## src/rtl/pool_pkg.sv

```systemverilog
// Shared types and width helpers for the max-pool window sequencer and its datapaths.
package pool_pkg;

    typedef enum logic {
        IDLE = 1'b0,
        RUN  = 1'b1
    } state_e;

    // Bits needed to hold 0..max_val, never less than one.
    function automatic int unsigned cnt_w(input int unsigned max_val);
        return (max_val > 0) ? $clog2(max_val + 1) : 1;
    endfunction

    function automatic int unsigned chan_w(input int unsigned chans);
        return (chans > 1) ? $clog2(chans) : 1;
    endfunction

    function automatic int unsigned lb_addr_w(input int unsigned width,
                                              input int unsigned k,
                                              input int unsigned chans);
        int unsigned depth;
        depth = (width / k) * chans;
        return (depth > 1) ? $clog2(depth) : 1;
    endfunction

endpackage

```

## src/rtl/wrap_counter.sv

```systemverilog
// Modulo-(MAX+1) counter; clr zeroes the current value so an increment in the same cycle starts from 0.
module wrap_counter
    import pool_pkg::*;
#(
    parameter int unsigned MAX = 1,
    localparam int unsigned CNT_W = cnt_w(MAX)
) (
    input  logic             clk,
    input  logic             reset_n,
    input  logic             inc,
    input  logic             clr,
    output logic [CNT_W-1:0] cnt,
    output logic             last
);

    logic [CNT_W-1:0] cnt_q;

    always_comb begin
        cnt  = clr ? '0 : cnt_q;
        last = (cnt == CNT_W'(MAX));
    end

    always_ff @(posedge clk or negedge reset_n) begin
        if (!reset_n) begin
            cnt_q <= '0;
        end else if (inc) begin
            cnt_q <= last ? '0 : cnt + CNT_W'(1);
        end else if (clr) begin
            cnt_q <= '0;
        end
    end

endmodule

```

## src/rtl/pool_window_ctrl.sv

```systemverilog
// Position tracker and control-strobe generator for a streaming KxK max-pool stage.
module pool_window_ctrl
    import pool_pkg::*;
#(
    parameter int unsigned CHANNEL_NUM = 3,
    parameter int unsigned IMG_WIDTH   = 8,
    parameter int unsigned IMG_HEIGHT  = 8,
    parameter int unsigned POOL_K      = 2,
    localparam int unsigned CW  = chan_w(CHANNEL_NUM),
    localparam int unsigned LBW = lb_addr_w(IMG_WIDTH, POOL_K, CHANNEL_NUM)
) (
    input  logic           clk,
    input  logic           reset_n,
    input  logic           valid_i,
    input  logic           sof_i,
    input  logic           eof_i,
    output logic           ctl_valid_o,
    output logic [CW-1:0]  ctl_chan_o,
    output logic           acc_load_o,
    output logic           lb_rd_o,
    output logic           lb_wr_o,
    output logic [LBW-1:0] lb_addr_o,
    output logic           emit_o,
    output logic           sop_o,
    output logic           eop_o,
    output logic           sof_o,
    output logic           eof_o,
    output logic           frame_done_o,
    output logic           err_o
);

    localparam int unsigned COL_W       = cnt_w(IMG_WIDTH - 1);
    localparam int unsigned ROW_W       = cnt_w(IMG_HEIGHT - 1);
    localparam int unsigned WIN_W       = cnt_w(POOL_K - 1);
    localparam int unsigned USED_COLS   = (IMG_WIDTH / POOL_K) * POOL_K;
    localparam int unsigned USED_ROWS   = (IMG_HEIGHT / POOL_K) * POOL_K;

    state_e           state_q, state_d;
    logic             acc, sof_acc;
    logic [CW-1:0]    chan;
    logic [COL_W-1:0] col;
    logic [ROW_W-1:0] row;
    logic [WIN_W-1:0] col_win, row_win;
    logic             chan_last, col_last, row_last, col_win_last, row_win_last;
    logic             is_last, in_rem, win_ok, emit;
    logic [LBW-1:0]   addr_q, base_q, addr_d, base_d, s_addr, s_base;
    logic             err_d, done_d;

    assign acc     = valid_i && ((state_q == RUN) || sof_i);
    assign sof_acc = acc && sof_i;

    wrap_counter #(.MAX(CHANNEL_NUM - 1)) u_chan (
        .clk(clk), .reset_n(reset_n), .inc(acc), .clr(sof_acc),
        .cnt(chan), .last(chan_last)
    );

    wrap_counter #(.MAX(IMG_WIDTH - 1)) u_col (
        .clk(clk), .reset_n(reset_n), .inc(acc && chan_last), .clr(sof_acc),
        .cnt(col), .last(col_last)
    );

    wrap_counter #(.MAX(IMG_HEIGHT - 1)) u_row (
        .clk(clk), .reset_n(reset_n), .inc(acc && chan_last && col_last), .clr(sof_acc),
        .cnt(row), .last(row_last)
    );

    // Window phases are forced to 0 at the line/frame start so a ragged width or height realigns them.
    wrap_counter #(.MAX(POOL_K - 1)) u_col_win (
        .clk(clk), .reset_n(reset_n), .inc(acc && chan_last), .clr(sof_acc || (col == '0)),
        .cnt(col_win), .last(col_win_last)
    );

    wrap_counter #(.MAX(POOL_K - 1)) u_row_win (
        .clk(clk), .reset_n(reset_n), .inc(acc && chan_last && col_last),
        .clr(sof_acc || (row == '0)),
        .cnt(row_win), .last(row_win_last)
    );

    assign is_last = chan_last && col_last && row_last;
    assign in_rem  = (32'(col) >= USED_COLS) || (32'(row) >= USED_ROWS);
    assign win_ok  = acc && !in_rem;
    assign emit    = win_ok && col_win_last && row_win_last;
    assign s_addr  = sof_acc ? '0 : addr_q;
    assign s_base  = sof_acc ? '0 : base_q;

    // Line-buffer address walks the channels, rewinds within a window column, advances per window group.
    always_comb begin
        addr_d = addr_q;
        base_d = base_q;
        if (acc) begin
            if (!chan_last) begin
                addr_d = s_addr + LBW'(1);
                base_d = s_base;
            end else if (col_last) begin
                addr_d = '0;
                base_d = '0;
            end else if (col_win_last) begin
                addr_d = s_addr + LBW'(1);
                base_d = s_addr + LBW'(1);
            end else begin
                addr_d = s_base;
                base_d = s_base;
            end
        end
    end

    // Frame FSM and error/done qualification of each accepted sample.
    always_comb begin
        state_d = state_q;
        err_d   = err_o;
        done_d  = 1'b0;
        if (acc) begin
            state_d = (eof_i || is_last) ? IDLE : RUN;
            done_d  = eof_i && is_last;
            if (sof_i) begin
                err_d = 1'b0;
            end
            if ((sof_i && (state_q == RUN)) || (eof_i != is_last)) begin
                err_d = 1'b1;
            end
        end
    end

    always_ff @(posedge clk or negedge reset_n) begin
        if (!reset_n) begin
            state_q <= IDLE;
            addr_q  <= '0;
            base_q  <= '0;
        end else begin
            state_q <= state_d;
            addr_q  <= addr_d;
            base_q  <= base_d;
        end
    end

    always_ff @(posedge clk or negedge reset_n) begin
        if (!reset_n) begin
            ctl_valid_o  <= 1'b0;
            ctl_chan_o   <= '0;
            acc_load_o   <= 1'b0;
            lb_rd_o      <= 1'b0;
            lb_wr_o      <= 1'b0;
            lb_addr_o    <= '0;
            emit_o       <= 1'b0;
            sop_o        <= 1'b0;
            eop_o        <= 1'b0;
            sof_o        <= 1'b0;
            eof_o        <= 1'b0;
            frame_done_o <= 1'b0;
            err_o        <= 1'b0;
        end else begin
            ctl_valid_o  <= acc;
            ctl_chan_o   <= acc ? chan : '0;
            acc_load_o   <= win_ok && (col_win == '0);
            lb_rd_o      <= win_ok && col_win_last && (row_win != '0);
            lb_wr_o      <= win_ok && col_win_last && !row_win_last;
            lb_addr_o    <= win_ok ? s_addr : '0;
            emit_o       <= emit;
            sop_o        <= emit && (col == COL_W'(POOL_K - 1)) && (chan == '0);
            eop_o        <= emit && (col == COL_W'(USED_COLS - 1)) && chan_last;
            sof_o        <= emit && (row == ROW_W'(POOL_K - 1)) && (col == COL_W'(POOL_K - 1))
                            && (chan == '0);
            eof_o        <= emit && (row == ROW_W'(USED_ROWS - 1)) && (col == COL_W'(USED_COLS - 1))
                            && chan_last;
            frame_done_o <= done_d;
            err_o        <= err_d;
        end
    end

endmodule

```

## config.mk

```make
export PLATFORM = sky130hd
export DESIGN_NAME = pool_window_ctrl
export DESIGN_NICKNAME = d
export VERILOG_FILES = /design/src/rtl/pool_pkg.sv /design/src/rtl/wrap_counter.sv /design/src/rtl/pool_window_ctrl.sv
export SDC_FILE = /design/constraint.sdc
export NUM_CORES = 1
export LEC_CHECK = 0
export ABC_CLOCK_PERIOD_IN_PS = 2550
export CAP_MARGIN = 10
export CORE_MARGIN = 2
export CORE_UTILIZATION = 40
export CTS_CLUSTER_DIAMETER = 150
export DETAILED_ROUTE_END_ITERATION = 7
export HOLD_SLACK_MARGIN = 0.05
export PLACE_DENSITY = 0.65
export SLEW_MARGIN = 15
export SYNTH_ARGS = -nofsm -noshare
export SYNTH_HDL_FRONTEND = slang
export SYNTH_HIERARCHICAL = 1
export SYNTH_SLANG_ARGS = --single-unit
```

## constraint.sdc

```tcl
create_clock -name clk -period 2.55 [get_ports clk]
set_input_delay 0.765 -clock clk [delete_from_list [all_inputs] [get_ports clk]]
set_output_delay 0.765 -clock clk [all_outputs]
set_load 0.02 [all_outputs]
```

; ---- Word level (Yosys, flattened, before mapping)
; Cells that the tools add are included.
[totals]
reg_bits = 35
inputBits = 5
out_inout_bits = 17
elab_cells = 93
[classes]
n_addsub = 6
n_eq_ne = 6
n_mux = 27
bitwise = 1
n_reduce_logical = 33
[op_table]
columns = operator, count
row1 = two-way mux 4 bit, 7
row2 = logical AND 1 bit, 22
row3 = two-way mux 3 bit, 6
row4 = two-way mux 1 bit, 10
row5 = two-way mux 2 bit, 4
row6 = adder 3 x 1 -> 3 bit (second input constant), 2
row7 = equality test 3 x 1 -> 1 bit (second input constant), 2
row8 = equality test 3 bit (second input constant), 2
row9 = logical NOT 3 bit, 2
row10 = logical OR 1 bit, 5
row11 = adder 4 x 1 -> 4 bit (second input constant), 1
row12 = adder 1 bit (second input constant), 2
row13 = adder 2 x 1 -> 2 bit (second input constant), 1
row14 = equality test 2 bit (second input constant), 1
row15 = logical NOT 2 bit, 1
row16 = AND reduction 2 bit, 1
row17 = nonzero test 2 bit, 1
row18 = logical NOT 1 bit, 1
row19 = != test 1 bit, 1
row20 = inverter 1 bit, 1

; ---- Depth between registers and ports, before layout
; Gate-level depths: netlist of run 1.
[depth]
word_depth = 12
ltp_mapped = 12
mapped_depth_nobuf = 10

; ---- Modules after synthesis
; The synthesis of run 1 kept the hierarchy.
[modules_own_cells]
columns = module, n_inst, cells_per_inst, area_each_um2, seq_area_each_um2
row1 = pool_window_ctrl, 1, 119, 1244.9, 650.6
row2 = wrap_counter at u_col ..., 2, 11, 152.6, 75.1
row3 = wrap_counter at u_col_win ..., 2, 4, 62.6, 25.0
row4 = wrap_counter at u_chan, 1, 10, 105.1, 50.0

; ---- Worst setup path after synthesis of run 1
; Ideal clock, no wire load.
[synth_path]
kind = input-to-reg
from = input port valid_i
to = register addr_q[0]
setup_time_ns = 0.077
t_arrival_ns = 2.603
required_time_ns = 2.473
slack_ns = -0.131
path_stages = 11
path_buffers = 2
cell_sequence = nand2_1 -> buf_4 -> inv_1 -> nor2b_1 -> o31ai_1 -> nor2b_4 -> buf_4 -> nor3b_1 -> o21ai_0 -> a211o_1 -> a21oi_1
[synth_between]
elab_chain_len = 9
elab_cells_between_ends = 15
classes_between = add/sub (1) / eq/ne (2) / mux (8) / reduce/logical (4)
[synth_rtl]
columns = item, line
row1 = start: declaration, pool_window_ctrl.sv:14  ; input logic valid_i,
row2 = logical AND 1 bit, pool_window_ctrl.sv:49  ; assign acc = valid_i && ((state_q == RUN) || sof_i);
row3 = logical AND 1 bit, pool_window_ctrl.sv:50  ; assign sof_acc = acc && sof_i;
row4 = net sof_acc, pool_window_ctrl.sv:39  ; logic acc, sof_acc;
row5 = two-way mux 3 bit, -
row6 = net col[1], pool_window_ctrl.sv:41  ; logic [COL_W-1:0] col;
row7 = logical NOT 3 bit, pool_window_ctrl.sv:69  ; .clk(clk), .reset_n(reset_n), .inc(acc && chan_last), .clr(sof_acc || (col == '0)),
row8 = logical OR 1 bit, pool_window_ctrl.sv:69
row9 = two-way mux 1 bit, -
row10 = net col_win, pool_window_ctrl.sv:43  ; logic [WIN_W-1:0] col_win, row_win;
row11 = two-way mux 4 bit, pool_window_ctrl.sv:97  ; end else if (col_win_last) begin
row12 = two-way mux 4 bit, pool_window_ctrl.sv:94  ; end else if (col_last) begin
row13 = two-way mux 4 bit, pool_window_ctrl.sv:91  ; if (!chan_last) begin
row14 = end signal: assignment, pool_window_ctrl.sv:131  ; addr_q <= addr_d;
row15 = end: declaration, pool_window_ctrl.sv:46  ; logic [LBW-1:0] addr_q, base_q, addr_d, base_d, s_addr, s_base;
; The timed path passes the listed nets, and every way through them passes these cells.
; A chain may end at the register's enable or synchronous reset.

; ---- Worst setup path after layout of run 1
[layout_path]
from = input port valid_i
to = register addr_q[3]
[layout_between]
elab_cells_between_ends = 15
classes_between = add/sub (1) / eq/ne (2) / mux (8) / reduce/logical (4)
[layout_lines]
columns = item, line
row1 = logical AND 1 bit, pool_window_ctrl.sv:49
row2 = logical AND 1 bit, pool_window_ctrl.sv:50
row3 = net sof_acc, pool_window_ctrl.sv:39
row4 = two-way mux 2 bit, -
row5 = net chan[1], pool_window_ctrl.sv:40  ; logic [CW-1:0] chan;
row6 = equality test 2 bit, wrap_counter.sv:20  ; last = (cnt == CNT_W'(MAX));
row7 = net chan_last, pool_window_ctrl.sv:44  ; logic chan_last, col_last, row_last, col_win_last, row_win_last;
row8 = two-way mux 4 bit, pool_window_ctrl.sv:91
; The timed path passes the listed nets, and every way through them passes these cells.

==> impl_metrics.yaml, run 1 <==
clock_tree:
  path_clk_slew_ns: 0.07
  tritoncts_clock_tree: "yes"
  clock_sink_count: 36
  cts-htree-levels: 2
  clock_path_buffers: 2
  worst_skew_pair.late_latency_ns: 0.28
  cts_hold_repair.buffers: 0
  clock_tree.root_cell: "clkbuf_8"
  numCtsBuffers: 5
synthesis:
  syn-instance-count: 159
  synth.cell_area_um2: 1780
  netlist.area_leader.share_pct: 50.6
  average_cell_area_after_synthesis_um2: 11.2
  yosys_register_bits: 36
  post_synth_edffs: 0
  synth_async_reset_ratio_pct: 100
  ranking_of_synthesized_cells_by_area: "dfrtp_1 51%, ha_1 4.2%, mux2_2 3.2%, nand2_1 3.0%, nor2b_1 2.8%"
  synth-warning-count: 6
  yosysSeqAreaShare_pct: 50.6
  most_used_flip_flop_cell_after_synthesis: "dfrtp_1"
  syn-num-nets: 170
  post-synth-top-count-cell: "dfrtp_1"
  synth_cell_type_count: 45
  ys_top_cells_by_count: "36 x dfrtp_1, 14 x nand2_1, 13 x nor2_1"
  synth_top_cell_by_area: "dfrtp_1"
min_path:
  hold_start: "base_q[1]"
  worst_hold_path_type: "reg2reg"
  whs_endpoint: "base_q[1]"
  worst_hold_path.num_cells: 2
grt:
  grt_remaining_overflow: 0
  first_pass_grt_wire_length_mm: 6.51
  initial_antenna_violation_count: 0
  grt_start_max_net_pins: 37
  globalRouteTotalUtil_pct: 16.8
  grt_pass1_vias: 1373
detailed_routing:
  vias_per_cell: 5.22
  drt_first_iter_violations: 124
  num_vias: 1399
  route.detailed.wl_per_inst_um: 14.9
  drt_drc_violations_left: 0
  detailedRoute.firstPassIterationCount: 4
  route.antenna.remaining_nets: 0
  total_wire_length_after_detailed_routing_mm: 3.99
final_layout:
  area_overhead_of_the_layout_relative_to_synthesis_pct: 36.4
  layout-drive-gt1-share_pct: 33.3
  area.sequential_um2: 901
  filler_cell_count: 372
  postLayoutCellArea_um2: 2430
  num_antenna_cells: 0
  multi_input_area_um2: 861
  design.final.nets: 226
place:
  port_buffers: 21
  place.detailed.hpwl_mm: 2.70
  gp_routability_congestion: 0.838
  place_worst_setup_slack_ns: -0.544
  placedInstanceArea_um2: 2230
worst_setup_path:
  cp_data_arrival_time_ns: 2.71
  r2r-start: "u_col/cnt_q[1]"
  r2r-end: "addr_q[0]"
  critPathLaunchType: "input pin"
  cp-end-kind: "register"
  worstPathRequired_ns: 2.78
  critical_path_class: "in2reg"
  worst_reg2reg_setup_slack_ns: 0.74
  timing.reg2reg.worst_path_depth: 8
  crit_path_max_fo: 5
sta:
  timing.final.crit_period_ns: 2.48
  finClkSkew_ns: 0.00795
  timing.fmax_mhz: 403
  setup_viol_count_final: 0
  timing.max_slew.rel_slack_pct: 69.4
  finalHoldViolations: 0
  period_share_pct: 97.4
  worst-slew-pin-transition_ns: 0.459
  final_setup_tns_ns: 0
  worst_slack_ns: 0.0660
  timing_max_transition_violations_final: 0
floorplanning:
  starting_utilization_of_the_core_area_pct: 41.2
  floorplan.io_pins: 22
  design.die.area_um2: 5000
  die_h_um: 70.7
  standard_cell_core_area_um2: 4320
  die_outline_width_um: 70.7
  row_count: 24
power_and_ir_drop:
  vdd_ir_drop_max_v: 0.000179
  leakagePower_nw: 1.17
  pwr_cell_area_nw_per_um2: 590
run_status:
  outcome: "finished, final reports clean"
job:
  maxcap_violations: 0
[where the power goes]
group          switching [W]  internal (W)
clock network       0.000190      0.000220
registers          0.0000648      0.000628
logic               0.000166      0.000164
total               0.000421       0.00101
[sequential cells by signal (all words and copies together), names as in the netlist, 2 cells and up]
register      cells
addr_q            4
base_q            4
ctl_chan_o        2
lb_addr_o         4
u_chan/cnt_q      2
u_col/cnt_q       3
u_row/cnt_q       3
[area by class of cell]
type / instances / share of cell area (%)
multi-input cells: 108 / 35.4
flip-flops and latches: 36 / 37.1
well taps: 52 / 2.68
repair buffers: 57 / 19.7
clock buffers: 8 / 3.71
repair inverters: 1 / 0.309
inverters: 6 / 1.08
[per-layer routing]
metal,global-route usage [%],share of wire [%],up-vias
met3,3.99,4.1,6
met2,27.6,52,34
met5,0,0,-
li1,-,-,662
met4,7.76,2.0,0
met1,21.1,42,697
[layout by cell type (no fill, tap or decap), types with 3 or more instances in the layout]
master / n
inv_1: 4
clkbuf_8: 6
nand3_1: 4
xor2_1: 3
o22a_1: 3
and2_1: 3
nor2b_1: 4
and3_1: 7
o21ai_0: 3
ha_2: 3
dfrtp_1: 36
buf_4: 36
clkdlybuf4s50_1: 19
nor2b_4: 7
nand2_1: 13
mux2_2: 5
a21oi_1: 3
nor2_1: 13
[stage by stage]
stage | power [W] | hold WS [ns] | utilization, % | cells
floorplan | 0.000888 | 0.438 | - | 159
global placement | 0.000999 | 0.459 | 51.5 | 252
detailed placement | 0.00101 | 0.464 | 51.5 | 252
CTS | 0.00144 | 0.484 | 55.2 | 267
global route | 0.00152 | 0.534 | 56.2 | 268
finish | 0.00143 | 0.494 | 56.2 | 268
[cells by family after synthesis]
logic type	share of synthesized area (%)
AO/OA/AOI/OAI	12.7
XOR/XNOR	3.80
adder cells (fa/ha/maj)	4.22
buffers and inverters	5.41
flip-flops	50.6
multiplexers	3.72
AND/OR/NAND/NOR	19.5
[critical path, stage by stage]
cell and delay [ns]:
dlygate4sd2_1 0.25, nand2_2 0.11, clkinvlp_4 0.23, nor2b_1 0.22, nor2b_2 0.22, buf_4 0.15
nand2b_1 0.18, o311ai_1 0.35, o221a_2 0.24
[what timing repair did]
action | 4_1_cts | 5_1_grt
cloned | 1 | 0
resized for setup | 9 | 9
setup buffers | 6 | 1
endpoints found under the setup margin | 15 | 10
pin swaps | 3 | 3
[worst max path at each step]
stage,end,from,slack [ns],cells past startpoint
final,addr_q[3],valid_i,0.07,9
after global routing,addr_q[3],valid_i,-0.03,9
after CTS,err_o,sof_i,0.05,10
after detailed placement,err_o,valid_i,-0.54,10
after global placement,err_o,valid_i,-0.43,10
after floorplan,addr_q[1],valid_i,-0.02,12
No activity file was read; power rests on OpenSTA's default activity.
==> inputs of run 2 (changes only) <==
ABC_CLOCK_PERIOD_IN_PS = 3000   (was 2550)
CORE_UTILIZATION = 53   (was 40)
PLACE_DENSITY = 0.81   (was 0.65)
clock period = 3 ns   (was 2.55 ns; I/O delays follow)
==> impl_metrics.yaml, run 2 (synthesis gave the netlist of run 1 again) <==
place:
  place.detailed.hpwl_mm: 2.68
  dp.cells: 245
  gp_routability_congestion: 0.866
  place_worst_setup_slack_ns: -0.183
  port_buffers: 21
power_and_ir_drop:
  net_load_switching_power_w: 0.000341
  cell_internal_pwr_w: 0.000792
  power_frac_comb_pct: 22.5
  pwr_cell_area_nw_per_um2: 503
  vdd_ir_drop_max_v: 0.000238
  power_frac_clock_pct: 25.6
  net_switching_fraction_of_the_power_pct: 30.1
  leakagePower_nw: 1.13
  power.sequential.fraction_pct: 51.9
  finalPower_w: 0.00113
floorplanning:
  design.die.area_um2: 3840
  standard_cell_core_area_um2: 3280
  die_h_um: 62.0
  die_outline_width_um: 62.0
  row_count: 21
  starting_utilization_of_the_core_area_pct: 54.2
  floorplan.io_pins: 22
clock_tree:
  clock_tree.root_cell: "clkbuf_4"
  worst_skew_pair.late_latency_ns: 0.34
  clock_path_buffers: 2
  clock_sink_count: 36
  numCtsBuffers: 5
  cts_hold_repair.buffers: 0
  cts-htree-levels: 2
  path_clk_slew_ns: 0.11
  postCtsResizedCells: 0
  cts_post_setup_buffers_inserted: 0
  tritoncts_clock_tree: "yes"
grt:
  globalRouteTotalUtil_pct: 22.0
  grt_start_max_net_pins: 37
  initial_antenna_violation_count: 0
  gr-usage-met3_pct: 6.21
  met1_usage_pct: 27.0
  grt_remaining_overflow: 0
  gr-max-usage-layer: "met2"
  grt_pass1_vias: 1348
  met2_usage_pct: 36.9
  first_pass_grt_wire_length_mm: 6.04
final_layout:
  num_antenna_cells: 0
  design.final.nets: 217
  area_overhead_of_the_layout_relative_to_synthesis_pct: 26.4
  top_regs: "addr_q (4), base_q (4), lb_addr_o (4)"
  finalNonFillerCells: 252
  filler_cell_count: 248
  most-common-layout-cells: "36 x dfrtp_1, 28 x buf_4, 21 x clkdlybuf4s50_1"
  layout.cells.most_common: "dfrtp_1"
  layout-drive-gt1-share_pct: 25.7
sta:
  worst_slack_ns: 0.248
  timing.fmax_mhz: 363
  grt_setup_unrepaired: "false"
  timing_max_transition_violations_final: 0
  timing.final.crit_period_ns: 2.75
  worst-slew-pin-transition_ns: 0.441
  finalHoldWorstSlack_ns: 0.496
  final_setup_tns_ns: 0
  finClkSkew_ns: 0.0153
  timing.max_slew.rel_slack_pct: 70.6
  setup_viol_count_final: 0
  finalHoldViolations: 0
  period_share_pct: 91.7
worst_setup_path:
  critical_path_class: "in2reg"
  critPathLaunchType: "input pin"
  crit_path_max_fo: 9
  critical_path.cell_chain: "clkdlybuf4s50_1, nand2_1, inv_2, nor2b_1, o31ai_1, buf_4, nor2b_4, nor2b_1, o21ai_0, a211o_1, a21oi_1"
  cp_delay_by_family_top: "simple AND/OR/NAND/NOR gates"
  timing.critical_path.mode_cell: "nor2b_1"
  worstPathRequired_ns: 3.28
  cp_data_arrival_time_ns: 3.03
  crit_buf_inv: 3
  critical_path_slowest_stage_cell: "clkdlybuf4s50_1"
  critPathMaxStageDelay_ns: 0.41
  cp-end-kind: "register"
detailed_routing:
  vias_per_cell: 5.38
  detailedRoute.firstPassIterationCount: 4
  route.detailed.wl_per_inst_um: 14.3
  drt_first_iter_violations: 44
  total_wire_length_after_detailed_routing_mm: 3.59
  drt_drc_violations_left: 0
  num_vias: 1357
  route.antenna.remaining_nets: 0
run_status:
  outcome: "finished, final reports clean"
min_path:
  worst_hold_path_type: "reg2reg"
job:
  maxcap_violations: 0
-- run 2: per-stage QoR --
step	util, %	instance area (um2)
floorplan	-	1780
global placement	66.5	2180
detailed placement	66.5	2180
CTS	68.5	2250
global route	68.5	2250
finish	68.5	2250
-- run 2: worst min-delay path: stages, from the launching register on --
cell,delay (ns)
dfrtp_1,0.36
nand2_1,0.05
nand2_1,0.06
-- run 2: area by class of cell --
type	count	area, um2	area share (%)
Sequential cell	36	901	40.0
Multi-Input combinational cell	108	783	34.8
Timing Repair Buffer	49	420	18.7
Clock buffer	7	65.1	2.89
Tap cell	46	57.6	2.56
Inverter	6	22.5	1.00
-- run 2: worst paths after layout --
path	start	end	slack, ns	depth (start not counted)
max	valid_i	addr_q[0]	0.25	11
min	base_q[0]	base_q[0]	0.50	2
max reg2reg	u_col/cnt_q[1]	addr_q[0]	1.09	8
min reg2reg	base_q[0]	base_q[0]	0.50	2
max in group asynchronous	reset_n	u_col/cnt_q[0]	1.72	2
min in group asynchronous	reset_n	base_q[2]	0.96	2
-- run 2: per-layer routing --
layer	vias up	share of wire, %	wire (um)
met5	-	0	0
li1	645	-	-
met3	7	5.0	180
met1	656	43	1530
met4	0	1.7	60
met2	49	51	1820
-- run 2: power groups by stage --
| stage | registers (W) | logic (W) | clock network (W) |
|---|---|---|---|
| 2_1_floorplan | 0.000591 | 0.000157 | 0 |
| 3_3_place_gp | 0.000591 | 0.000241 | 0 |
| 3_5_place_dp | 0.000595 | 0.000253 | 0 |
| 4_1_cts | 0.000586 | 0.000254 | 0.000294 |
| 5_1_grt | 0.000596 | 0.000281 | 0.000317 |
| 6_report | 0.000587 | 0.000255 | 0.000290 |
